$ cat src/rtl/reset_sequencer.sv
// reset_sequencer: power-up / warm reset sequencing for the Propeller core.
// Holds the PLL in reset, waits for a synchronised lock, then holds the core
// for a settle period before releasing it. Software reboots, lock loss and
// (optionally) a watchdog re-enter the sequence; the last cause is recorded.
// Optional feature: define WATCHDOG_EN to build the watchdog counter.
module reset_sequencer #(
    parameter logic [31:0] DELAY_CYCLES    = 32'd8_000_000,
    parameter logic [31:0] PLL_HOLD_CYCLES = 32'd16,
    parameter logic [31:0] LOCK_TIMEOUT    = 32'd1_600_000,
    parameter logic [31:0] WDT_CYCLES      = 32'd160_000_000
) (
    input  logic       clock_160,
    input  logic       resn,
    input  logic       pll_lock,
    input  logic       sw_res_req,
    input  logic       wdt_en,
    input  logic       wdt_kick,
    output logic       res_pll,
    output logic       res,
    output logic [1:0] res_cause,
    output logic       busy
);

    // Zero-length parameters behave as one cycle, so loads never underflow.
    localparam logic [31:0] HOLD_LOAD  = (PLL_HOLD_CYCLES == 32'd0) ? 32'd0 : PLL_HOLD_CYCLES - 32'd1;
    localparam logic [31:0] LOCK_LOAD  = (LOCK_TIMEOUT == 32'd0)    ? 32'd0 : LOCK_TIMEOUT - 32'd1;
    localparam logic [31:0] DELAY_LOAD = (DELAY_CYCLES == 32'd0)    ? 32'd0 : DELAY_CYCLES - 32'd1;

    localparam logic [1:0] CAUSE_SW   = 2'd1;
    localparam logic [1:0] CAUSE_WDT  = 2'd2;
    localparam logic [1:0] CAUSE_LOCK = 2'd3;

    typedef enum logic [1:0] {
        PLL_HOLD  = 2'd0,
        LOCK_WAIT = 2'd1,
        SETTLE    = 2'd2,
        RUN       = 2'd3
    } state_t;

    state_t      state_reg, state_next;
    logic [31:0] cnt_reg, cnt_next;
    logic [1:0]  cause_next;
    logic        lock_meta, lock_s;
    logic        wdt_expire;

    // Two-flop lock synchroniser; cleared while the PLL is held in reset so a
    // lock level left over from before the PLL reset is never trusted.
    always_ff @(posedge clock_160 or negedge resn) begin
        if (!resn) begin
            lock_meta <= 1'b0;
            lock_s    <= 1'b0;
        end else if (res_pll) begin
            lock_meta <= 1'b0;
            lock_s    <= 1'b0;
        end else begin
            lock_meta <= pll_lock;
            lock_s    <= lock_meta;
        end
    end

`ifdef WATCHDOG_EN
    localparam logic [31:0] WDT_LOAD = (WDT_CYCLES == 32'd0) ? 32'd0 : WDT_CYCLES - 32'd1;

    logic [31:0] wdt_cnt_reg, wdt_cnt_next;

    assign wdt_expire = (state_reg == RUN) && wdt_en && (wdt_cnt_reg == 32'd0);

    // Watchdog count: reloaded on RUN entry, on a kick or while disabled;
    // counts down in RUN and parks at zero rather than wrapping.
    always_comb begin
        wdt_cnt_next = wdt_cnt_reg;
        if (state_reg != RUN) begin
            if (state_next == RUN) begin
                wdt_cnt_next = WDT_LOAD;
            end
        end else if (!wdt_en || wdt_kick) begin
            wdt_cnt_next = WDT_LOAD;
        end else if (wdt_cnt_reg != 32'd0) begin
            wdt_cnt_next = wdt_cnt_reg - 32'd1;
        end
    end

    // Watchdog counter register.
    always_ff @(posedge clock_160 or negedge resn) begin
        if (!resn) begin
            wdt_cnt_reg <= WDT_LOAD;
        end else begin
            wdt_cnt_reg <= wdt_cnt_next;
        end
    end
`else
    logic unused_wdt;

    assign wdt_expire = 1'b0;
    assign unused_wdt = &{1'b0, wdt_en, wdt_kick, WDT_CYCLES};
`endif

    // Next state, shared down-counter reload and reset-cause update.
    always_comb begin
        state_next = state_reg;
        cnt_next   = cnt_reg;
        cause_next = res_cause;
        case (state_reg)
            PLL_HOLD: begin
                if (cnt_reg == 32'd0) begin
                    state_next = LOCK_WAIT;
                    cnt_next   = LOCK_LOAD;
                end else begin
                    cnt_next = cnt_reg - 32'd1;
                end
            end
            LOCK_WAIT: begin
                if (lock_s) begin
                    state_next = SETTLE;
                    cnt_next   = DELAY_LOAD;
                end else if (cnt_reg == 32'd0) begin
                    state_next = PLL_HOLD;
                    cnt_next   = HOLD_LOAD;
                    cause_next = CAUSE_LOCK;
                end else begin
                    cnt_next = cnt_reg - 32'd1;
                end
            end
            SETTLE: begin
                if (!lock_s) begin
                    state_next = PLL_HOLD;
                    cnt_next   = HOLD_LOAD;
                    cause_next = CAUSE_LOCK;
                end else if (cnt_reg == 32'd0) begin
                    state_next = RUN;
                end else begin
                    cnt_next = cnt_reg - 32'd1;
                end
            end
            RUN: begin
                if (!lock_s) begin
                    state_next = PLL_HOLD;
                    cnt_next   = HOLD_LOAD;
                    cause_next = CAUSE_LOCK;
                end else if (wdt_expire) begin
                    state_next = SETTLE;
                    cnt_next   = DELAY_LOAD;
                    cause_next = CAUSE_WDT;
                end else if (sw_res_req) begin
                    state_next = SETTLE;
                    cnt_next   = DELAY_LOAD;
                    cause_next = CAUSE_SW;
                end
            end
            default: begin
                state_next = PLL_HOLD;
                cnt_next   = HOLD_LOAD;
            end
        endcase
    end

    // State, counter and registered outputs decoded from the next state.
    always_ff @(posedge clock_160 or negedge resn) begin
        if (!resn) begin
            state_reg <= PLL_HOLD;
            cnt_reg   <= HOLD_LOAD;
            res_pll   <= 1'b1;
            res       <= 1'b1;
            busy      <= 1'b1;
            res_cause <= 2'd0;
        end else begin
            state_reg <= state_next;
            cnt_reg   <= cnt_next;
            res_pll   <= (state_next == PLL_HOLD);
            res       <= (state_next != RUN);
            busy      <= (state_next != RUN);
            res_cause <= cause_next;
        end
    end

endmodule
$ cat config.mk
export PLATFORM = sky130hd
export DESIGN_NAME = reset_sequencer
export DESIGN_NICKNAME = d
export VERILOG_FILES = /design/src/rtl/reset_sequencer.sv
export SDC_FILE = /design/constraint.sdc
export NUM_CORES = 1
export LEC_CHECK = 0
export BUFFER_PORTS_ARGS = -buffer_cell sky130_fd_sc_hd__buf_2
export CORE_ASPECT_RATIO = 2
export CORE_UTILIZATION = 45
export CTS_CLUSTER_SIZE = 20
export DETAILED_ROUTE_END_ITERATION = 12
export SLEW_MARGIN = 20
export SYNTH_ARGS = -nofsm -noshare
export SYNTH_HDL_FRONTEND = slang
export SYNTH_SLANG_ARGS = --single-unit
$ cat constraint.sdc
create_clock -name clock_160 -period 2.1 [get_ports clock_160]
set_input_delay 0 -clock clock_160 [delete_from_list [all_inputs] [get_ports clock_160]]
set_output_delay 0 -clock clock_160 [all_outputs]
set_load 0.05 [all_outputs]
==> results.md, run 1 <==
* Result of the run: finished with violations
* Remaining routing DRC violations at 0
* Multi-input combinational cell area at 1470 um^2
* Netlist area before placement at 2390 um^2
* H-tree level count at 2
* Leakage component of the power at 0.00142 uW
* First-pass GRT wire length at 12100 um
* Number of distinct library cells after synthesis at 56
* Gate Count Post-Synth at 267
* Max-capacitance violation count at 0
* Fillers at 446
* Routability cong. at 0.955
* Number of I/O port buffers at 8
* Antenna violations before repair at 0
* Maximum operating frequency at 458 MHz
* Finish-stage setup viols at 26
* Headroom to the max-slew limit at 40.6%
* Number of flip-flops in the largest register at 32
* Clk sink count at 40
* PnR Total Power at 3370 uW
* Setup repair after global routing missed its margin: yes
* Setup ws final at -0.0849 ns
* Number of global-route vias before repair at 2508
* CTS tree: built
* Floorplan die width at 53.6 um
* Synthesized Nets at 275
* Most frequent standard cell in the layout excluding fill and tap cells: buf_4
* Die Outline Area at 5630 um^2
* Via-per-instance ratio at 6.00
* Vias after detailed routing at 2400
* Detailed Place HPWL at 5480 um
* Detailed Routing Iterations Pass 1 at 4
* IO Pins at 11
* Setup slack of the most critical reg-to-reg path at -0.08 ns
* Storage element area at 1010 um^2
* Yosys reg bits at 40
* Std-Cell Rows at 37
* Chip Height at 105 um
* Non-Filler Instances at 400
* Cts bufs inserted at 5
* Layout Area Growth over Synthesis at 37.4%
* Asr flop ratio synth at 100%
* Total number of yosys warnings at 0
* Starting DRC count in detailed routing at 98
* Max Fanout on Critical Path at 7
* Critical Path AT at 2.42 ns
* ANT cells at 0
* Hold WC Path Type: input port to flip-flop
* Final critical delay including setup and external delays at 2.18 ns
* Share of the clock period used by the worst path after layout at 104%
* P per Cell Area at 1030 nW/um^2
* Average cell area after synthesis at 8.96 um^2
* Initial core utilization at 46.6%
* Clock Latency Late Sink at 0.31 ns
* Pin count of the biggest net entering global routing at 41
* Endpoint type of the worst setup path: flip-flop
* Placed cell count at 384
* Worst IR Drop VDD at 0.970 mV
* Post-layout nets at 349
* Type of the setup path with the least slack: flip-flop to flip-flop
* Clock edge transition at the registers on the reported setup and hold paths at 0.08 ns
* Slew at the pin closest to its max-slew limit at 0.891 ns
* All-Layer GR Usage at 30.1%
* Violations in the final reports: negative setup slack
* Aggregate global routing overflow at 0
* Max clock buf depth at 2
* Area of the core region at 5140 um^2
* Final ANT Viol Nets at 0
* Number of max-slew violations in the final report at 0
* Wire length per cell after detailed routing at 18.7 um
* Fraction of layout cells with a size suffix above 1 at 38.3%
* Number of failing hold endpoints at the final stage at 0
* Highest-count cells in the layout ignoring fill and taps: buf_4, dfrtp_1, nor2_1
* Count of flip-flops with a built-in enable after synthesis at 0
* Element type at the critical path start: flip-flop
* Req. time, crit path at 2.34 ns
* Wire length after detailed routing at 7470 um
* Most frequently used flop master after synthesis: dfrtp_1
* Sequential cell area fraction in the yosys report at 42.2%
* Final Skew at 0.00998 ns
* Clock root buffer: clkbuf_8
cell usage after synthesis, types with 3 or more instances:
library cell / number / share of area, %
a211oi_1: 6 / 1.9
a21oi_1: 23 / 4.8
a221oi_1: 3 / 1.1
clkbuf_1: 8 / 1.3
dfrtp_1: 34 / 36
dfstp_2: 6 / 6.6
inv_1: 10 / 1.6
nand2_1: 23 / 3.6
nand3_1: 7 / 1.5
nand4_1: 6 / 1.6
nor2_1: 33 / 5.2
nor3_1: 10 / 2.1
nor4_1: 5 / 1.3
nor4_2: 3 / 1.6
o21a_1: 3 / 0.94
o21ai_0: 10 / 2.1
o21ai_1: 5 / 1.0
o22a_1: 3 / 1.1
o311ai_0: 4 / 1.5
or4_1: 5 / 1.6
xnor2_1: 13 / 4.8
where the power goes:
group / switching (uW) / leakage, uW / internal (uW) / total (uW)
combinational: 763 / 0.000864 / 804 / 1570
clock: 278 / 0.0000510 / 262 / 540
sequential: 254 / 0.000508 / 1010 / 1270
worst max-delay path, stage by stage, from the launching register on:
cell and delay [ns]:
dfrtp_1 0.40, nor4_2 0.32, buf_4 0.17, nand4_1 0.10, buf_6 0.16, o32ai_4 0.37
and2_4 0.27, inv_4 0.07, and3_4 0.16, nor3_2 0.09
worst paths after layout:
| kind | cells after the start | from | endpoint |
|---|---|---|---|
| worst min-delay path | 4 | sw_res_req | res_cause[1] |
| max in group asynchronous | 2 | resn | cnt_reg[16] |
| min in group asynchronous | 2 | resn | res_cause[1] |
| worst max register to register | 9 | cnt_reg[7] | cnt_reg[23] |
| worst max-delay path | 9 | cnt_reg[7] | cnt_reg[23] |
| worst min register to register | 1 | lock_meta | lock_s |
routing by layer:
| layer | vias up | global-route usage, % | share of wire [%] |
|---|---|---|---|
| li1 | 1135 | - | - |
| met1 | 1174 | 32.7 | 36 |
| met2 | 58 | 49.6 | 55 |
| met3 | 33 | 4.51 | 2.6 |
| met4 | 0 | 22.0 | 6.4 |
| met5 | - | 0 | 0 |
what timing repair did:
item,4_1_cts,5_1_grt
gates cloned,1,0
setup buffers,4,1
hold buffers,2,0
setup endpoints to repair,33,32
endpoints found under the hold margin,35,0
gates resized for setup,20,18
pin swaps,2,12
cell families (layout without fill, tap and decap cells):
logic type      after synthesis  count (layout)  synth area share, %
simple gates                114             115                 26.2
compound gates               75              75                 21.8
flops                        40              40                 42.2
buf+inv                      23              97                 4.03
xor+xnor                     13              13                 4.76
fa+ha+maj                     2               2                 1.05
through the flow:
stage | utilization, % | setup slack (ns) | instance area, um^2 | TNS (ns) | hold WS [ns]
after CTS | 62.6 | -0.0361 | 3210 | -0.277 | 0.0498
final | 64.0 | -0.0849 | 3290 | -0.960 | 0.0474
after floorplan | - | -0.0297 | 2430 | -0.190 | -0.296
after detailed placement | 57.6 | -0.244 | 2960 | -3.75 | 0.181
after global routing | 64.0 | -0.155 | 3290 | -3.25 | 0.104
after global placement | 57.6 | -0.130 | 2960 | -2.82 | 0.171
cell type report:
class                      count  area share, %
clock buffer                   6           2.51
clock inverter                 2          0.305
inverter                      11           1.33
multi-input combinational    205           44.8
sequential                    40           30.7
tap                           58           2.21
timing repair buffer          78           18.1
Note: power is estimated with default switching activity, not from simulation.
==> run 2: changes to the inputs <==
- GPL_ROUTABILITY_DRIVEN: not set -> 0
- SETUP_SLACK_MARGIN: not set -> 0.05
==> run 2 against run 1 <==
Compared with the run above:
- via count rose by 0.21%
- non-clock buffer count is 8 higher
- sequential cell count unchanged
- core utilization increased by 3.6 points
- routed wire length decreased by 2.3%
- hold slack better by 0.022 ns
- critical path type unchanged
- clock power rose by 21%
- highest routed layer unchanged
- the run still ends with negative setup slack left
- final cell count rose by 2.0%
- largest cell class unchanged
- die area stayed put
- clock-buffer cell count is 1 lower
- sequential share of layout area shrank 1.7 points
==> results.md, run 2 (synthesis gave the netlist of run 1 again) <==
* Maximum operating frequency at 461 MHz (+0.73%)
* Critical Path AT at 2.41 ns (about the same)
* Leakage component of the power at 0.00150 uW (+5.2%)
* Cell depth of the worst flop-to-flop path at 7 (-2)
* Flop pwr share at 35.0% (-2.5 points)
* Part of the power in the clock network at 18.2% (+2.2 points)
* First element of the critical path: cnt_reg[27]
* Worst path bufs/invs at 1 (-2)
* Fraction of layout cells with a size suffix above 1 at 42.0% (+3.7 points)
* Instance count along the most critical hold path at 4 (unchanged)
* Most frequent standard cell in the layout excluding fill and tap cells: buf_4
* IO Pins at 11 (unchanged)
* Psw at 1360 uW (+4.7%)
* ANT cells at 0 (unchanged)
* Floorplan die width at 53.6 um (unchanged)
* Number of stages on the worst setup path at 7 (-2)
* Post-place setup slack at -0.275 ns (-0.0311 ns)
* Uppermost metal layer occupied by signal nets: met4
* Detailed Routing Iterations Pass 1 at 4 (unchanged)
* Finish-stage setup viols at 14 (-46%)
* CTS tree: built
* Reg-to-reg critical path endpoint: cnt_reg[11]
* Violations in the final reports: negative setup slack
* CP max stage delay at 0.54 ns (+0.14 ns)
* Reg2Reg Launch Point: cnt_reg[27]
* Post-route met1 wirelength at 2730 um (+0.52%)
* Number of flip-flops in the largest register at 32 (unchanged)
* Setup ws final at -0.0691 ns (+0.0158 ns)
* Detailed Place HPWL at 5080 um (-7.3%)
* Remaining routing DRC violations at 0 (unchanged)
* Combinational share of power at 46.8% (+0.4 points)
* Worst IR Drop VDD at 0.829 mV (-15%)
* Setup tns final at -0.462 ns (+0.498 ns)
* Vias after detailed routing at 2405 (+0.21%)
* Sw Share at 37.8% (-0.53 points)
* DR WL met3 at 252 um (+29%)
* Dominant delay contributor by cell family on the critical path: simple AND/OR/NAND/NOR gates
* Post-layout nets at 357 (+2.3%)
* All-Layer GR Usage at 29.6% (-0.56 points)
* P per Cell Area at 1030 nW/um^2 (+0.62%)
* Max Fanout on Critical Path at 10 (+3)
* Number of failing hold endpoints at the final stage at 0 (unchanged)
* Met2 layer wire length in the routed design at 4000 um (-2.3%)
* Setup slack of the most critical reg-to-reg path at -0.07 ns (+0.02 ns)
* Pint at 2230 uW (+7.1%)
* Wire length per cell after detailed routing at 17.9 um (-4.2%)
* Clock root buffer: clkbuf_8
* Hold WC Path Type: input port to flip-flop
* Aggregate global routing overflow at 0 (unchanged)
* Result of the run: finished with violations
* Chip Height at 105 um (unchanged)
* Req. time, crit path at 2.35 ns (about the same)
* Capture point of the worst path: cnt_reg[11]
* Element type at the critical path start: flip-flop
* Via-per-instance ratio at 5.89 (-1.8%)
* Final ANT Viol Nets at 0 (unchanged)
* Number of global-route vias before repair at 2570 (+2.5%)
* Number of I/O port buffers at 8 (unchanged)
* Headroom to the max-slew limit at 39.8% (-0.79 points)
* H-tree level count at 2 (unchanged)
* Antenna violations before repair at 0 (unchanged)
* Starting DRC count in detailed routing at 69 (-30%)
* Initial core utilization at 46.6% (unchanged)
* Cts bufs inserted at 5 (unchanged)
* Wire length after detailed routing at 7300 um (-2.3%)
* Std-Cell Rows at 37 (unchanged)
* Clk sink count at 40 (unchanged)
* Final Skew at 0.0139 ns (+0.00391 ns)
* Max-capacitance violation count at 0 (unchanged)
* Number of max-slew violations in the final report at 0 (unchanged)
* Final design utilization at 67.5% (+3.6 points)
* Die Outline Area at 5630 um^2 (unchanged)
* Setup repair after global routing missed its margin: yes
* Highest-count cells in the layout ignoring fill and taps: buf_4, dfrtp_1, nor2_1
* Endpoint type of the worst setup path: flip-flop
* Cell-by-cell listing of the critical path: or4_4 > nand4b_4 > nor2_2 > buf_4 > nand2_1 > a21oi_1 > o22a_1
* Max clock buf depth at 2 (unchanged)
* Type of the setup path with the least slack: flip-flop to flip-flop
* Slowest cell on the critical path: or4_4
* First-pass GRT wire length at 12100 um (+0.23%)
* Clock edge transition at the registers on the reported setup and hold paths at 0.08 ns (about the same)
* Share of the clock period used by the worst path after layout at 103% (-0.75 points)
* Slew at the pin closest to its max-slew limit at 0.903 ns (+0.0119 ns)
* Pin count of the biggest net entering global routing at 41 (unchanged)
* Clock Latency Late Sink at 0.31 ns (about the same)
* Layout Area Growth over Synthesis at 45.0%
* Area of the core region at 5140 um^2 (unchanged)
* Final critical delay including setup and external delays at 2.17 ns (-0.0158 ns)
## run 2: area by class of cell
type | instances | area (um^2)
clock inverter | 3 | 42.5
tap | 58 | 72.6
clock buffer | 5 | 68.8
timing repair buffer | 86 | 682
multi-input combinational | 205 | 1550
fill | 402 | 1670
inverter | 11 | 46.3
sequential | 40 | 1010
## run 2: worst min-delay path: stages
cell,delay [ns]
buf_2,0.11
nand2_1,0.08
nor2_1,0.09
a21oi_1,0.05
## run 2: through the flow
step                power [uW]  cells  area [um^2]  hold WS, ns
floorplan                 1950    267         2440       -0.296
global placement          2640    388         3000        0.169
detailed placement        2650    388         3000        0.183
CTS                       3490    408         3390       0.0696
global route              3790    408         3470       0.0974
finish                    3580    408         3470       0.0693
## run 2: layer usage
metal / GRT usage [%] / vias to the layer above
met5: 0 / -
met4: 15.8 / 0
met3: 5.53 / 27
met2: 50.9 / 59
met1: 31.9 / 1163
li1: - / 1156
## run 2: worst min-delay path by stage
stage | to | slack (ns) | start
after floorplan | cnt_reg[10] | -0.30 | resn
after global placement | res_cause[0] | 0.17 | resn
after detailed placement | res_cause[0] | 0.18 | resn
after CTS | res_cause[1] | 0.07 | sw_res_req
after global routing | res_cause[1] | 0.1 | sw_res_req
final | res_cause[1] | 0.07 | sw_res_req
## run 2: power groups by stage
| stage | Clock [uW] | Combinational (uW) | Sequential, uW |
|---|---|---|---|
| floorplan | 0 | 684 | 1260 |
| global placement | 0 | 1440 | 1200 |
| detailed placement | 0 | 1440 | 1210 |
| CTS | 661 | 1590 | 1240 |
| global route | 691 | 1810 | 1290 |
| finish | 651 | 1680 | 1250 |
## run 2: timing repair
| item | in CTS | in global routing |
|---|---|---|
| pin swaps | 10 | 3 |
| hold buffers | 2 | 0 |
| hold endpoints to repair | 35 | 0 |
| resized for setup | 39 | 18 |
| cloned | 1 | 0 |
| setup endpoints to repair | 32 | 35 |
| buffers inserted | 9 | 1 |
==> run 3: changes to the inputs <==
- REMOVE_ABC_BUFFERS: not set -> 1
==> run 3 against run 2 <==
Compared with the run above:
- the flow still finishes with violations (negative setup slack)
- core utilization shrank 1.9 points
- die area is the same
- largest cell class unchanged
- clock skew shrank 0.0088 ns
==> results.md, run 3 (synthesis gave the netlist of run 1 again) <==
* Result of the run: finished with violations
* Violations in the final reports: negative setup slack
* Cell depth of the worst flop-to-flop path at 7 (unchanged)
* Aggregate global routing overflow at 0 (unchanged)
* Detailed Place HPWL at 5100 um (+0.41%)
* Max Fanout on Critical Path at 4 (-6)
* Floorplan die width at 53.6 um (unchanged)
* Post-route met1 wirelength at 2760 um (+1.2%)
* Uppermost metal layer occupied by signal nets: met4
* Finish-stage setup viols at 11 (-3)
* Std-Cell Rows at 37 (unchanged)
* Detailed Routing Iterations Pass 1 at 7 (+3)
* Hold WC Path Type: input port to flip-flop
* Number of failing hold endpoints at the final stage at 0 (unchanged)
* H-tree level count at 2 (unchanged)
* Clock Latency Late Sink at 0.28 ns (-0.03 ns)
* Req. time, crit path at 2.26 ns (-0.09 ns)
* Type of the setup path with the least slack: flip-flop to flip-flop
* CTS tree: built
* Layout Area Growth over Synthesis at 41.1%
* Wire length per cell after detailed routing at 17.5 um (-2.0%)
* All-Layer GR Usage at 27.8% (-1.8 points)
* Maximum operating frequency at 470 MHz (+1.9%)
* Final design utilization at 65.7% (-1.9 points)
* IO Pins at 11 (unchanged)
* Initial core utilization at 46.6% (unchanged)
* First element of the critical path: cnt_reg[27]
* Chip Height at 105 um (unchanged)
* Reg2Reg Launch Point: cnt_reg[27]
* Endpoint type of the worst setup path: flip-flop
* Cts bufs inserted at 5 (unchanged)
* Clk sink count at 40 (unchanged)
* Worst IR Drop VDD at 0.857 mV (+3.5%)
* Remaining routing DRC violations at 0 (unchanged)
* Met2 layer wire length in the routed design at 3850 um (-3.6%)
* Starting DRC count in detailed routing at 55 (-20%)
* First-pass GRT wire length at 11500 um (-5.2%)
* Instance count along the most critical hold path at 4 (unchanged)
* Setup ws final at -0.0284 ns (+0.0406 ns)
* Post-place setup slack at -0.139 ns (+0.136 ns)
* Area of the core region at 5140 um^2 (unchanged)
* Antenna violations before repair at 0 (unchanged)
* Final Skew at 0.00506 ns (-0.00883 ns)
* Headroom to the max-slew limit at 40.9% (+1.0 points)
* Wire length after detailed routing at 7140 um (-2.3%)
* Number of global-route vias before repair at 2396 (-6.8%)
* Post-layout nets at 356 (-0.28%)
* Setup tns final at -0.160 ns (+0.302 ns)
* Element type at the critical path start: flip-flop
* Final critical delay including setup and external delays at 2.13 ns (-0.0406 ns)
* Leakage component of the power at 0.00148 uW (-1.2%)
* Clock edge transition at the registers on the reported setup and hold paths at 0.08 ns (about the same)
* ANT cells at 0 (unchanged)
* Number of I/O port buffers at 8 (unchanged)
* Via-per-instance ratio at 5.91 (+0.20%)
* Max-capacitance violation count at 0 (unchanged)
* Die Outline Area at 5630 um^2 (unchanged)
* Fraction of layout cells with a size suffix above 1 at 39.5% (-2.5 points)
* Vias after detailed routing at 2404 (-0.042%)
* DR WL met3 at 213 um (-15%)
* Share of the clock period used by the worst path after layout at 101% (-1.9 points)
* Clock root buffer: clkbuf_8
* Setup repair after global routing missed its margin: yes
* Final ANT Viol Nets at 0 (unchanged)
* Pin count of the biggest net entering global routing at 41 (unchanged)
* Highest-count cells in the layout ignoring fill and taps: buf_4, dfrtp_1, nor2_1
* Number of flip-flops in the largest register at 32 (unchanged)
* Source of the worst hold timing path: sw_res_req
* P per Cell Area at 1040 nW/um^2 (+1.0%)
* Number of max-slew violations in the final report at 0 (unchanged)
* Most frequent standard cell in the layout excluding fill and tap cells: buf_4
* Max clock buf depth at 2 (unchanged)
* Slew at the pin closest to its max-slew limit at 0.887 ns (-0.0156 ns)
* Critical Path AT at 2.29 ns (-0.12 ns)
[run 3: layout make-up]
type	instances	area (um^2)
Fill cell	423	1760
Clock buffer	8	90.1
Timing Repair Buffer	86	673
Inverter	11	43.8
Sequential cell	40	1010
Tap cell	58	72.6
Multi-Input combinational cell	204	1490
[run 3: worst max-delay path, stage by stage (launching register included)]
cell	delay [ns]
dfrtp_1	0.38
or4_4	0.55
nand4b_4	0.22
or2_4	0.28
o31ai_4	0.29
buf_6	0.16
a21o_1	0.08
nand2_1	0.05
[run 3: per-stage QoR]
step           hold slack [ns]  power (uW)  std cells  instance area (um^2)
2_1_floorplan           -0.296        1910        255                  2340
3_3_place_gp             0.175        2650        385                  2940
3_5_place_dp             0.180        2660        385                  2940
4_1_cts                  0.103        3440        406                  3280
5_1_grt                  0.129        3740        407                  3370
6_report                 0.104        3520        407                  3370
[run 3: power breakdown]
| group | leakage (uW) | internal [uW] | switching (uW) |
|---|---|---|---|
| Clock | 0.0000455 | 268 | 255 |
| Sequential | 0.000510 | 1010 | 242 |
| Combinational | 0.000924 | 924 | 820 |
[run 3: what timing repair did]
action / in CTS / in global routing
pin swaps: 10 / 8
gates resized for setup: 30 / 22
cloned: 1 / 0
hold endpoints to repair: 35 / 0
setup endpoints to repair: 31 / 33
setup buffers: 10 / 1
hold buffers: 2 / 0
[run 3: path summary, 6_finish.rpt]
path                           endpoint  slack [ns]
max                          cnt_reg[7]       -0.03
min                        res_cause[1]        0.10
max reg2reg                  cnt_reg[7]       -0.03
min reg2reg                res_cause[0]        0.47
max in group asynchronous   cnt_reg[22]        1.17
min in group asynchronous   cnt_reg[12]        0.37
[run 3: per-layer routing]
layer  vias to the layer above  global-route usage, %
met5                         -                      0
li1                       1146                      -
met1                      1172                   31.2
met3                        19                   4.80
met4                         0                   16.4
met2                        67                   46.3
